## src/rtl/ireg_pkg.sv

```systemverilog
// Shared types and defaults for the multi-port integer register file.
package ireg_pkg;

  localparam int unsigned XLEN_DEF  = 32;
  localparam int unsigned NREG_DEF  = 32;
  localparam int unsigned AW_DEF    = $clog2(NREG_DEF);
  localparam int unsigned ZERO_ADDR = 0;

  typedef logic [AW_DEF-1:0] reg_addr_t;

  // Source of read data in the cycle after the address was presented.
  typedef enum logic [1:0] {
    BYP_ARR,
    BYP_X,
    BYP_M,
    BYP_L
  } byp_sel_t;

endpackage

```

## src/rtl/ireg_mp_if.sv

```systemverilog
// Decode/execute-side bundle for ireg_mp: read ports, X and late writes, load issue.
interface ireg_mp_if
  import ireg_pkg::*;
#(
  parameter int unsigned XLEN = XLEN_DEF,
  parameter int unsigned NREG = NREG_DEF,
  parameter int unsigned NRD  = 2
);
  localparam int unsigned AW = $clog2(NREG);

  logic [NRD*AW-1:0]   rs_addr;
  logic [NRD*XLEN-1:0] rs_data;
  logic [NRD-1:0]      rs_busy;
  logic                wx_v;
  logic [AW-1:0]       wx_addr;
  logic [XLEN-1:0]     wx_data;
  logic                wl_v;
  logic [AW-1:0]       wl_addr;
  logic [XLEN-1:0]     wl_data;
  logic                ld_issue_v;
  logic [AW-1:0]       ld_issue_addr;
  logic                pending_any;

  modport master (
    output rs_addr, wx_v, wx_addr, wx_data, wl_v, wl_addr, wl_data,
    output ld_issue_v, ld_issue_addr,
    input  rs_data, rs_busy, pending_any
  );

  modport slave (
    input  rs_addr, wx_v, wx_addr, wx_data, wl_v, wl_addr, wl_data,
    input  ld_issue_v, ld_issue_addr,
    output rs_data, rs_busy, pending_any
  );

endinterface

```

## src/rtl/ireg_scoreboard.sv

```systemverilog
// Per-register pending bits for outstanding late writes, plus registered
// per-port busy flags and the pending_any summary.
module ireg_scoreboard
  import ireg_pkg::*;
#(
  parameter int unsigned NREG     = NREG_DEF,
  parameter int unsigned NRD      = 2,
  parameter int unsigned ZERO_REG = 1
) (
  input  logic                          clk,
  input  logic                          rst_n,
  input  logic                          i_set_v,
  input  logic [$clog2(NREG)-1:0]       i_set_addr,
  input  logic                          i_clr_v,
  input  logic [$clog2(NREG)-1:0]       i_clr_addr,
  input  logic [NRD*$clog2(NREG)-1:0]   i_rd_addr,
  output logic [NRD-1:0]                o_rs_busy,
  output logic                          o_pending_any
);
  localparam int unsigned AW = $clog2(NREG);

  logic [NREG-1:0] r_pend;
  logic [NREG-1:0] w_pend_d;
  logic            w_set_v;
  logic [NRD-1:0]  w_busy;
  logic [NRD-1:0]  r_busy;
  logic            r_pending_any;

  assign w_set_v = i_set_v && !((ZERO_REG != 0) && (i_set_addr == AW'(ZERO_ADDR)));

  // Set is applied after clear so a new load issue survives the old return.
  always_comb begin
    w_pend_d = r_pend;
    if (i_clr_v) w_pend_d[i_clr_addr] = 1'b0;
    if (w_set_v) w_pend_d[i_set_addr] = 1'b1;
  end

  always_comb begin
    w_busy = '0;
    for (int i = 0; i < NRD; i++) begin
      w_busy[i] = (r_pend[i_rd_addr[i*AW +: AW]] &
                   ~(i_clr_v && (i_clr_addr == i_rd_addr[i*AW +: AW]))) |
                  (w_set_v && (i_set_addr == i_rd_addr[i*AW +: AW]));
    end
  end

  always_ff @(posedge clk or negedge rst_n) begin
    if (!rst_n) begin
      r_pend        <= '0;
      r_busy        <= '0;
      r_pending_any <= 1'b0;
    end else begin
      r_pend        <= w_pend_d;
      r_busy        <= w_busy;
      r_pending_any <= |w_pend_d;
    end
  end

  assign o_rs_busy     = r_busy;
  assign o_pending_any = r_pending_any;

endmodule

```

## src/rtl/ireg_mp.sv

```systemverilog
// Multi-port integer register file with X/M/late-write bypass, a late write
// port for load returns and a pending scoreboard for decode stalls.
module ireg_mp
  import ireg_pkg::*;
#(
  parameter int unsigned XLEN     = XLEN_DEF,
  parameter int unsigned NREG     = NREG_DEF,
  parameter int unsigned NRD      = 2,
  parameter int unsigned ZERO_REG = 1
) (
  input logic      clk,
  input logic      rst_n,
  ireg_mp_if.slave bus
);
  localparam int unsigned AW = $clog2(NREG);

  logic [XLEN-1:0] r_mem [NREG];
  logic            r_m_v;
  logic [AW-1:0]   r_m_addr;
  logic [XLEN-1:0] r_m_data;
  logic            r_w_v;
  logic [XLEN-1:0] r_w_data;
  logic [XLEN-1:0] r_l_data;
  logic            w_wx_we;
  logic            w_wl_we;
  logic [XLEN-1:0] w_port_data [NRD];

  function automatic logic is_zero(input logic [AW-1:0] a);
    return (ZERO_REG != 0) && (a == AW'(ZERO_ADDR));
  endfunction

  assign w_wx_we = bus.wx_v & ~is_zero(bus.wx_addr);
  assign w_wl_we = bus.wl_v & ~is_zero(bus.wl_addr);

  // M holds last cycle's X result; W holds last cycle's M for one more bypass cycle.
  always_ff @(posedge clk or negedge rst_n) begin
    if (!rst_n) begin
      r_m_v    <= 1'b0;
      r_m_addr <= '0;
      r_m_data <= '0;
      r_w_v    <= 1'b0;
      r_w_data <= '0;
      r_l_data <= '0;
    end else begin
      r_m_v <= w_wx_we;
      r_w_v <= r_m_v;
      if (w_wx_we) begin
        r_m_addr <= bus.wx_addr;
        r_m_data <= bus.wx_data;
      end
      if (r_m_v) r_w_data <= r_m_data;
      if (w_wl_we) r_l_data <= bus.wl_data;
    end
  end

  // M is written last so it wins a same-address collision with the late port.
  always_ff @(posedge clk) begin
    if (w_wl_we) r_mem[bus.wl_addr] <= bus.wl_data;
    if (r_m_v)   r_mem[r_m_addr]    <= r_m_data;
  end

  for (genvar gi = 0; gi < NRD; gi++) begin : g_rd
    logic [AW-1:0]   w_addr;
    byp_sel_t        w_sel;
    byp_sel_t        r_sel;
    logic [XLEN-1:0] r_arr;
    logic [XLEN-1:0] w_data;

    assign w_addr = bus.rs_addr[gi*AW +: AW];

    always_comb begin
      w_sel = BYP_ARR;
      if (is_zero(w_addr)) begin
        w_sel = BYP_ARR;
      end else if (w_wx_we && (bus.wx_addr == w_addr)) begin
        w_sel = BYP_X;
      end else if (r_m_v && (r_m_addr == w_addr)) begin
        w_sel = BYP_M;
      end else if (w_wl_we && (bus.wl_addr == w_addr)) begin
        w_sel = BYP_L;
      end
    end

    always_ff @(posedge clk or negedge rst_n) begin
      if (!rst_n) begin
        r_sel <= BYP_ARR;
        r_arr <= '0;
      end else begin
        r_sel <= w_sel;
        r_arr <= is_zero(w_addr) ? '0 : r_mem[w_addr];
      end
    end

    // X and M selections have advanced one stage by the time they are muxed.
    always_comb begin
      w_data = r_arr;
      unique case (r_sel)
        BYP_ARR: w_data = r_arr;
        BYP_X:   w_data = r_m_data;
        BYP_M:   w_data = r_w_data;
        BYP_L:   w_data = r_l_data;
      endcase
    end

    assign w_port_data[gi] = w_data;
  end

  always_comb begin
    bus.rs_data = '0;
    for (int i = 0; i < NRD; i++) begin
      bus.rs_data[i*XLEN +: XLEN] = w_port_data[i];
    end
  end

  ireg_scoreboard #(
    .NREG     (NREG),
    .NRD      (NRD),
    .ZERO_REG (ZERO_REG)
  ) u_scoreboard (
    .clk           (clk),
    .rst_n         (rst_n),
    .i_set_v       (bus.ld_issue_v),
    .i_set_addr    (bus.ld_issue_addr),
    .i_clr_v       (bus.wl_v),
    .i_clr_addr    (bus.wl_addr),
    .i_rd_addr     (bus.rs_addr),
    .o_rs_busy     (bus.rs_busy),
    .o_pending_any (bus.pending_any)
  );

  // The scoreboard must stall a late write that would land on an in-flight M write.
  a_no_wr_collision: assert property (@(posedge clk) disable iff (!rst_n)
    !(r_m_v && w_wl_we && (r_m_addr == bus.wl_addr)));

endmodule

```

## src/flat_wrapper.sv

```systemverilog
// flat-port wrapper written by rule: the top's interface ports become plain ports
module ireg_mp_flat import ireg_pkg::*;
#(
  parameter int unsigned XLEN     = XLEN_DEF,
  parameter int unsigned NREG     = NREG_DEF,
  parameter int unsigned NRD      = 2,
  parameter int unsigned ZERO_REG = 1
)
  (clk, rst_n, bus_rs_addr, bus_wx_v, bus_wx_addr, bus_wx_data, bus_wl_v, bus_wl_addr, bus_wl_data, bus_ld_issue_v, bus_ld_issue_addr, bus_rs_data, bus_rs_busy, bus_pending_any);
  ireg_mp_if #(.XLEN(XLEN), .NREG(NREG), .NRD(NRD)) bus_i ();
  input logic clk;
  input logic rst_n;
  input wire logic [$bits(bus_i.rs_addr)-1:0] bus_rs_addr;
  input wire logic [$bits(bus_i.wx_v)-1:0] bus_wx_v;
  input wire logic [$bits(bus_i.wx_addr)-1:0] bus_wx_addr;
  input wire logic [$bits(bus_i.wx_data)-1:0] bus_wx_data;
  input wire logic [$bits(bus_i.wl_v)-1:0] bus_wl_v;
  input wire logic [$bits(bus_i.wl_addr)-1:0] bus_wl_addr;
  input wire logic [$bits(bus_i.wl_data)-1:0] bus_wl_data;
  input wire logic [$bits(bus_i.ld_issue_v)-1:0] bus_ld_issue_v;
  input wire logic [$bits(bus_i.ld_issue_addr)-1:0] bus_ld_issue_addr;
  output wire logic [$bits(bus_i.rs_data)-1:0] bus_rs_data;
  output wire logic [$bits(bus_i.rs_busy)-1:0] bus_rs_busy;
  output wire logic [$bits(bus_i.pending_any)-1:0] bus_pending_any;
  assign bus_i.rs_addr = bus_rs_addr;
  assign bus_i.wx_v = bus_wx_v;
  assign bus_i.wx_addr = bus_wx_addr;
  assign bus_i.wx_data = bus_wx_data;
  assign bus_i.wl_v = bus_wl_v;
  assign bus_i.wl_addr = bus_wl_addr;
  assign bus_i.wl_data = bus_wl_data;
  assign bus_i.ld_issue_v = bus_ld_issue_v;
  assign bus_i.ld_issue_addr = bus_ld_issue_addr;
  assign bus_rs_data = bus_i.rs_data;
  assign bus_rs_busy = bus_i.rs_busy;
  assign bus_pending_any = bus_i.pending_any;
  ireg_mp #(.XLEN(XLEN), .NREG(NREG), .NRD(NRD), .ZERO_REG(ZERO_REG)) u_core (.clk(clk), .rst_n(rst_n), .bus(bus_i));
endmodule
```

## config.mk

```make
export PLATFORM = sky130hd
export DESIGN_NAME = ireg_mp_flat
export DESIGN_NICKNAME = d
export VERILOG_FILES = /design/src/rtl/ireg_pkg.sv /design/src/rtl/ireg_mp_if.sv /design/src/rtl/ireg_scoreboard.sv /design/src/rtl/ireg_mp.sv /design/src/flat_wrapper.sv
export SDC_FILE = /design/constraint.sdc
export NUM_CORES = 2
export LEC_CHECK = 0
export CORE_MARGIN = 2
export CORE_UTILIZATION = 35
export CTS_CLUSTER_SIZE = 12
export DETAILED_ROUTE_END_ITERATION = 16
export PLACE_DENSITY = 0.49
export SLEW_MARGIN = 20
export SYNTH_ARGS = -nofsm -noshare
export SYNTH_HDL_FRONTEND = slang
export SYNTH_HIERARCHICAL = 1
export SYNTH_SLANG_ARGS = --single-unit
```

## constraint.sdc

```tcl
create_clock -name clk -period 5.6 [get_ports clk]
set_clock_uncertainty 0.05 [all_clocks]
set_input_delay 0.56 -clock clk [delete_from_list [all_inputs] [get_ports clk]]
set_output_delay 0.56 -clock clk [all_outputs]
set_load 0.01 [all_outputs]
```

=== Word-level counts from Yosys, hierarchy flattened ===
Memory sizes are Yosys's and may differ from the RTL's.
Cells that the tools add are included.

* $lt $le $gt $ge: 6
* Equality and inequality tests: 14
* Multiplexer cells: 26
* Bitwise operators: 13
* Reduce and logical (&&, ||, !) cells: 22

{| class="wikitable"
|+ Operator list
! cell !! number
|-
| 32-bit one-hot mux with 4 select lines || 2
|-
| 32-bit 2-to-1 mux || 4
|-
| 5-bit == test || 8
|-
| 32-bit bitwise AND || 1
|-
| 32-bit NOT || 1
|-
| 32-bit OR || 1
|-
| 32-bit OR reduction || 1
|-
| 5-bit logical NOT || 5
|-
| 5-bit by 6-bit less-than comparator with 1-bit output (second input constant) || 4
|-
| 2-bit 2-to-1 mux || 8
|-
| 1-bit logical AND || 13
|-
| 1-bit binary-select mux with 5-bit select || 2
|-
| 1-bit demux with 5-bit select || 2
|-
| 5-bit by 1-bit >= comparator with 1-bit output (second input constant) || 2
|-
| 2-bit == test (second input constant) || 4
|-
| 1-bit 2-to-1 mux || 8
|-
| 1-bit bitwise AND || 4
|-
| 2-bit by 1-bit == test with 1-bit output (second input constant) || 2
|-
| 2-bit logical NOT || 2
|-
| 1-bit NOT || 4
|-
| 1-bit OR || 2
|-
| 1-bit logical NOT || 1
|}

* Flip-flop bits (word level): 205
* Bits in writable memories: 1024
* Input bits: 94
* Memories kept: 1

{| class="wikitable"
|+ Memory list
! name !! depth !! width !! rd ports !! clocked after memory_dff !! write ports !! line !! text
|-
| u_core.r_mem || 32 || 32 || 2 || 0 || 2 || ireg_mp.sv:17 || <nowiki>logic [XLEN-1:0] r_mem [NREG];</nowiki>
|}

=== Depth between registers and ports, before layout ===
* Depth after elaboration: 10
* Mapped depth: 8
* Gate-level depth less buffers: 5

=== By module ===
Netlist, hierarchy kept.

{| class="wikitable"
|+ By module, submodules not included
! module !! times used !! cells each !! area each (µm²) !! sequential area each (µm²)
|-
| ireg_mp || 1 || 4203 || 67987.7 || 35003.6
|-
| ireg_scoreboard || 1 || 245 || 2463.6 || 875.8
|}

=== Worst setup path after synthesis ===
Ideal clock, no wire load.

* Kind: input to register
* Start: in bus_wl_addr[0]
* End: mem u_core/r_mem[8][0] (netlist bit), enable pin
* Setup time: 0.466 ns
* Data arrival time: 3.689 ns
* Setup slack: 1.396 ns
* Stages: 4
* Path buffers: 2
* Cell sequence: clkbuf_1 -> or3b_2 -> clkbuf_1 -> o21ai_0

{| class="wikitable"
|+ RTL lines
! what !! line !! text
|-
| start: declaration || flat_wrapper.sv:18 || <nowiki>input wire logic [$bits(bus_i.wl_addr)-1:0] bus_wl_addr;</nowiki>
|-
| end: declaration || ireg_mp.sv:17 ||
|}

=== Worst setup path after layout ===
* Start: reg u_core.g_rd[0].r_sel[0]
* End: out bus_rs_data[8]

* Word-level cells in the longest chain between the ends: 2

{| class="wikitable"
|+ RTL lines
! what !! line !! text
|-
| start: declaration || ireg_mp.sv:65 || <nowiki>byp_sel_t r_sel;</nowiki>
|-
| start signal: assignment || ireg_mp.sv:89 || <nowiki>r_sel <= w_sel;</nowiki>
|-
| 2-bit == test, or another cell as far along || ireg_mp.sv:97 || <nowiki>unique case (r_sel)</nowiki>
|-
| 32-bit one-hot mux with 4 select lines * || ireg_mp.sv:97 ||
|-
| end: declaration || flat_wrapper.sv:22 || <nowiki>output wire logic [$bits(bus_i.rs_data)-1:0] bus_rs_data;</nowiki>
|}

Mark *: on every way between the ends. The rest lies on a longest branch, timed or not.

==> metrics.txt <==
die area=between 0.2 and 0.25 mm²; I/O Pins=161; unrepaired setup endpoints after global routing=no; status=complete, no violations; # rows=164; crit share post-route=72.1%; Hold Buf Count CTS=1; First-pass DRT Iterations=5; Unique masters post-synth=58; #FFs+latches synth=1229; final hold violations=0; Slew Viols, Final=0; Final Critical Period=4040 ps; WP data required=4990 ps; layout cells sized above 1=48.9%; initial antenna violation count=6; PD cells=just under 300 mW/mm²; R2R setup slack=1920 ps; Worst path top cell family by delay=buffers and inverters; Multi-input gate area=~0.033 mm²; IO Port Bufs=160; Synth Warn #=6; Non-Filler Cell Area, Final=around 0.080 mm²; die height=453 µm; post-route ant nets=0; fmax=248 MHz; Initial DRC Count=4554; Rel. slew slack=19.3%; drt via density=6.24; CTS Buf Count=152; setup TNS=0 ps; Routed Wire Length=273000 µm; total grt overflow=0; Post-synth ARST share=16.7%; Max Buffers Root-to-Sink=3; Area Overhead vs Synth=13.6%; Setup crit end kind=output pin; Post-synth top cells=1133 x mux2_2, 1024 x edfxtp_1, 528 x mux4_2, 292 x clkbuf_1, 205 x dfrtp_1; synthesized area=around 0.070 mm²; WL/cell=37.9 µm; Post-CTS Repair Setup Buffers=0; Avg Inst Size Synth=15.8 µm²; Least-Margin Pin Slew=1210 ps; # fillers=around 19000; post-cts sizing count=0; Hold Path Class=in2async; clock tree sinks=1229; clock transition at the registers of the reported paths=roughly 60 ps; CP bufs+invs=2; r2r worst-path depth=4; core region area=approximately 0.20 mm²; register area=0.0359 mm²; critical path's slowest cell=dfrtp_4; placed inst area=0.0751 mm²; CP Launch Type=flip-flop; Root Driver=clkbuf_16; Mapped Cells=between 4000 and 5000; Crit Path Class=reg2out; # DRC=0; CTS tree=built; via count=44900; final setup fails=0; Post-synth EDFFs=1024; Total Routing Usage GR=26.4%; Max VDD drop=0.286 mV; crit path max fanout=18; crit-path max cell delay=780 ps; CP arrival=3430 ps; clock latency on the worst-skew pair=roughly 830 ps; Max-Cap Viols=0; r2r endpoint=u_core/r_mem[24][5]; first-pass GRT wire length=between 300000 and 400000 µm; Final nets=4507; RR Startpoint=u_core/r_m_v; post-synth top area cell=edfxtp_1; Top FF cell, synth=edfxtp_1; synth top area cells=edfxtp_1 44%, mux2_2 18%, mux4_2 17%; top-count cell post-synth=mux2_2; routability cong.=0.819; largest net degree at the start of global routing=around 100; DIE WIDTH=approximately 450 µm; Final HPWL DP=164000 µm; initial cell density of the core=35.3%; Mapped Nets=4542; P_leak=26.2 nW; register area share after synthesis=50.9%; Synth top area share=~44%; via count of the first global-routing pass=46200; H-tree Lvls=4; CP cell instances=buf_4 -> mux4_2 -> clkdlybuf4s50_1
## power by group
| part | total [W] | internal, W | switching [W] |
|---|---|---|---|
| Combinational | 0.00332 | 0.00146 | 0.00185 |
| Clock | 0.00976 | 0.00565 | 0.00411 |
| Sequential | 0.0106 | 0.0103 | 0.000319 |
| Total | 0.0237 | 0.0174 | 0.00628 |
## through the flow
step / hold WS, ps / util, % / cells / worst slack, ps / total power (W)
after floorplan: 214 / - / 4448 / 1400 / 0.0127
after global placement: 452 / 37.6 / 6912 / 1820 / 0.0141
after detailed placement: 461 / 37.6 / 6913 / 1790 / 0.0141
after CTS: 213 / 40.0 / 7194 / 1460 / 0.0239
after global routing: 259 / 40.0 / 7196 / 1450 / 0.0244
final: 227 / 40.0 / 7199 / 1560 / 0.0237
## per-layer routing
metal | vias to the layer above | global-route usage (%) | wire length, µm
li1 | 18100 | - | -
met4 | 2 | 10.8 | 11700
met2 | 1771 | 43.4 | 132000
met5 | - | 0 | 8
met3 | 467 | 3.29 | 14600
met1 | 24600 | 35.2 | 115000
## cell usage in the layout (no fill, tap or decap), types with 17 or more instances in the layout
master / count
mux2_1: 51
clkdlybuf4s50_1: 134
clkinv_1: 24
dfrtp_1: 191
mux2_2: 1133
a211oi_1: 65
mux2i_1: 136
mux4_2: 528
clkbuf_1: 36
nor2_4: 18
o21ai_1: 24
o2111ai_1: 27
xor2_1: 29
edfxtp_1: 1024
buf_12: 21
clkinv_2: 25
xnor2_1: 21
clkbuf_8: 20
nor2b_1: 66
a22oi_1: 64
o21ai_0: 142
clkbuf_16: 156
nand2_1: 65
nand3_1: 17
a221oi_1: 48
buf_4: 190
a311oi_1: 64
## worst reg2reg max path: stages (launching register included)
cell and delay, ps:
dfrtp_4 680, or3b_1 760, nor2_4 950, buf_4 560, mux2_2 420
## worst max path at each step
stage                            startpoint                   to  slack (ps)  cells past startpoint
finish              u_core/g_rd[0].r_sel[0]       bus_rs_data[8]        1560                      3
floorplan                    bus_wl_addr[0]   u_core/r_mem[8][0]        1400                      4
global route        u_core/g_rd[0].r_sel[0]      bus_rs_data[16]        1450                      3
detailed placement           bus_wl_addr[1]  u_core/r_mem[12][9]        1790                      4
global placement             bus_wl_addr[1]  u_core/r_mem[12][9]        1820                      4
CTS                 u_core/g_rd[0].r_sel[0]       bus_rs_data[8]        1460                      3
## kinds of logic (layout without fill, tap and decap cells)
| logic type | count (synthesis) | after routing | share of synthesized area, % |
|---|---|---|---|
| buf+inv | 568 | 659 | 3.82 |
| xor+xnor | 50 | 50 | 0.622 |
| other cells | 0 | 4 | 0 |
| simple gates | 272 | 272 | 2.16 |
| mux | 1848 | 1848 | 37.7 |
| flops | 1229 | 1229 | 50.9 |
| compound gates | 481 | 481 | 4.73 |
## state kept, by name, indices dropped and copies added, names as in the netlist
signal	count
u_core/r_m_v	1
u_core/r_m_data	32
u_core/u_scoreboard/r_pend	32
u_core/r_w_data	32
u_core/g_rd.r_sel	4
u_core/g_rd.r_arr	64
u_core/r_m_addr	5
u_core/r_l_data	32
u_core/u_scoreboard/o_pending_any	1
u_core/r_mem	1024
u_core/u_scoreboard/o_rs_busy	2
## area by class of cell
cell class	count	share of cell area, %
repair buffers	369	4.22
flip-flops and latches	1229	44.9
diodes	4	0.0125
well taps	2656	4.15
clock buffers	212	5.39
clock inverters	68	0.671
multi-input cells	2651	40.6
inverters	10	0.0532
Power figures use the tool's default switching activity.
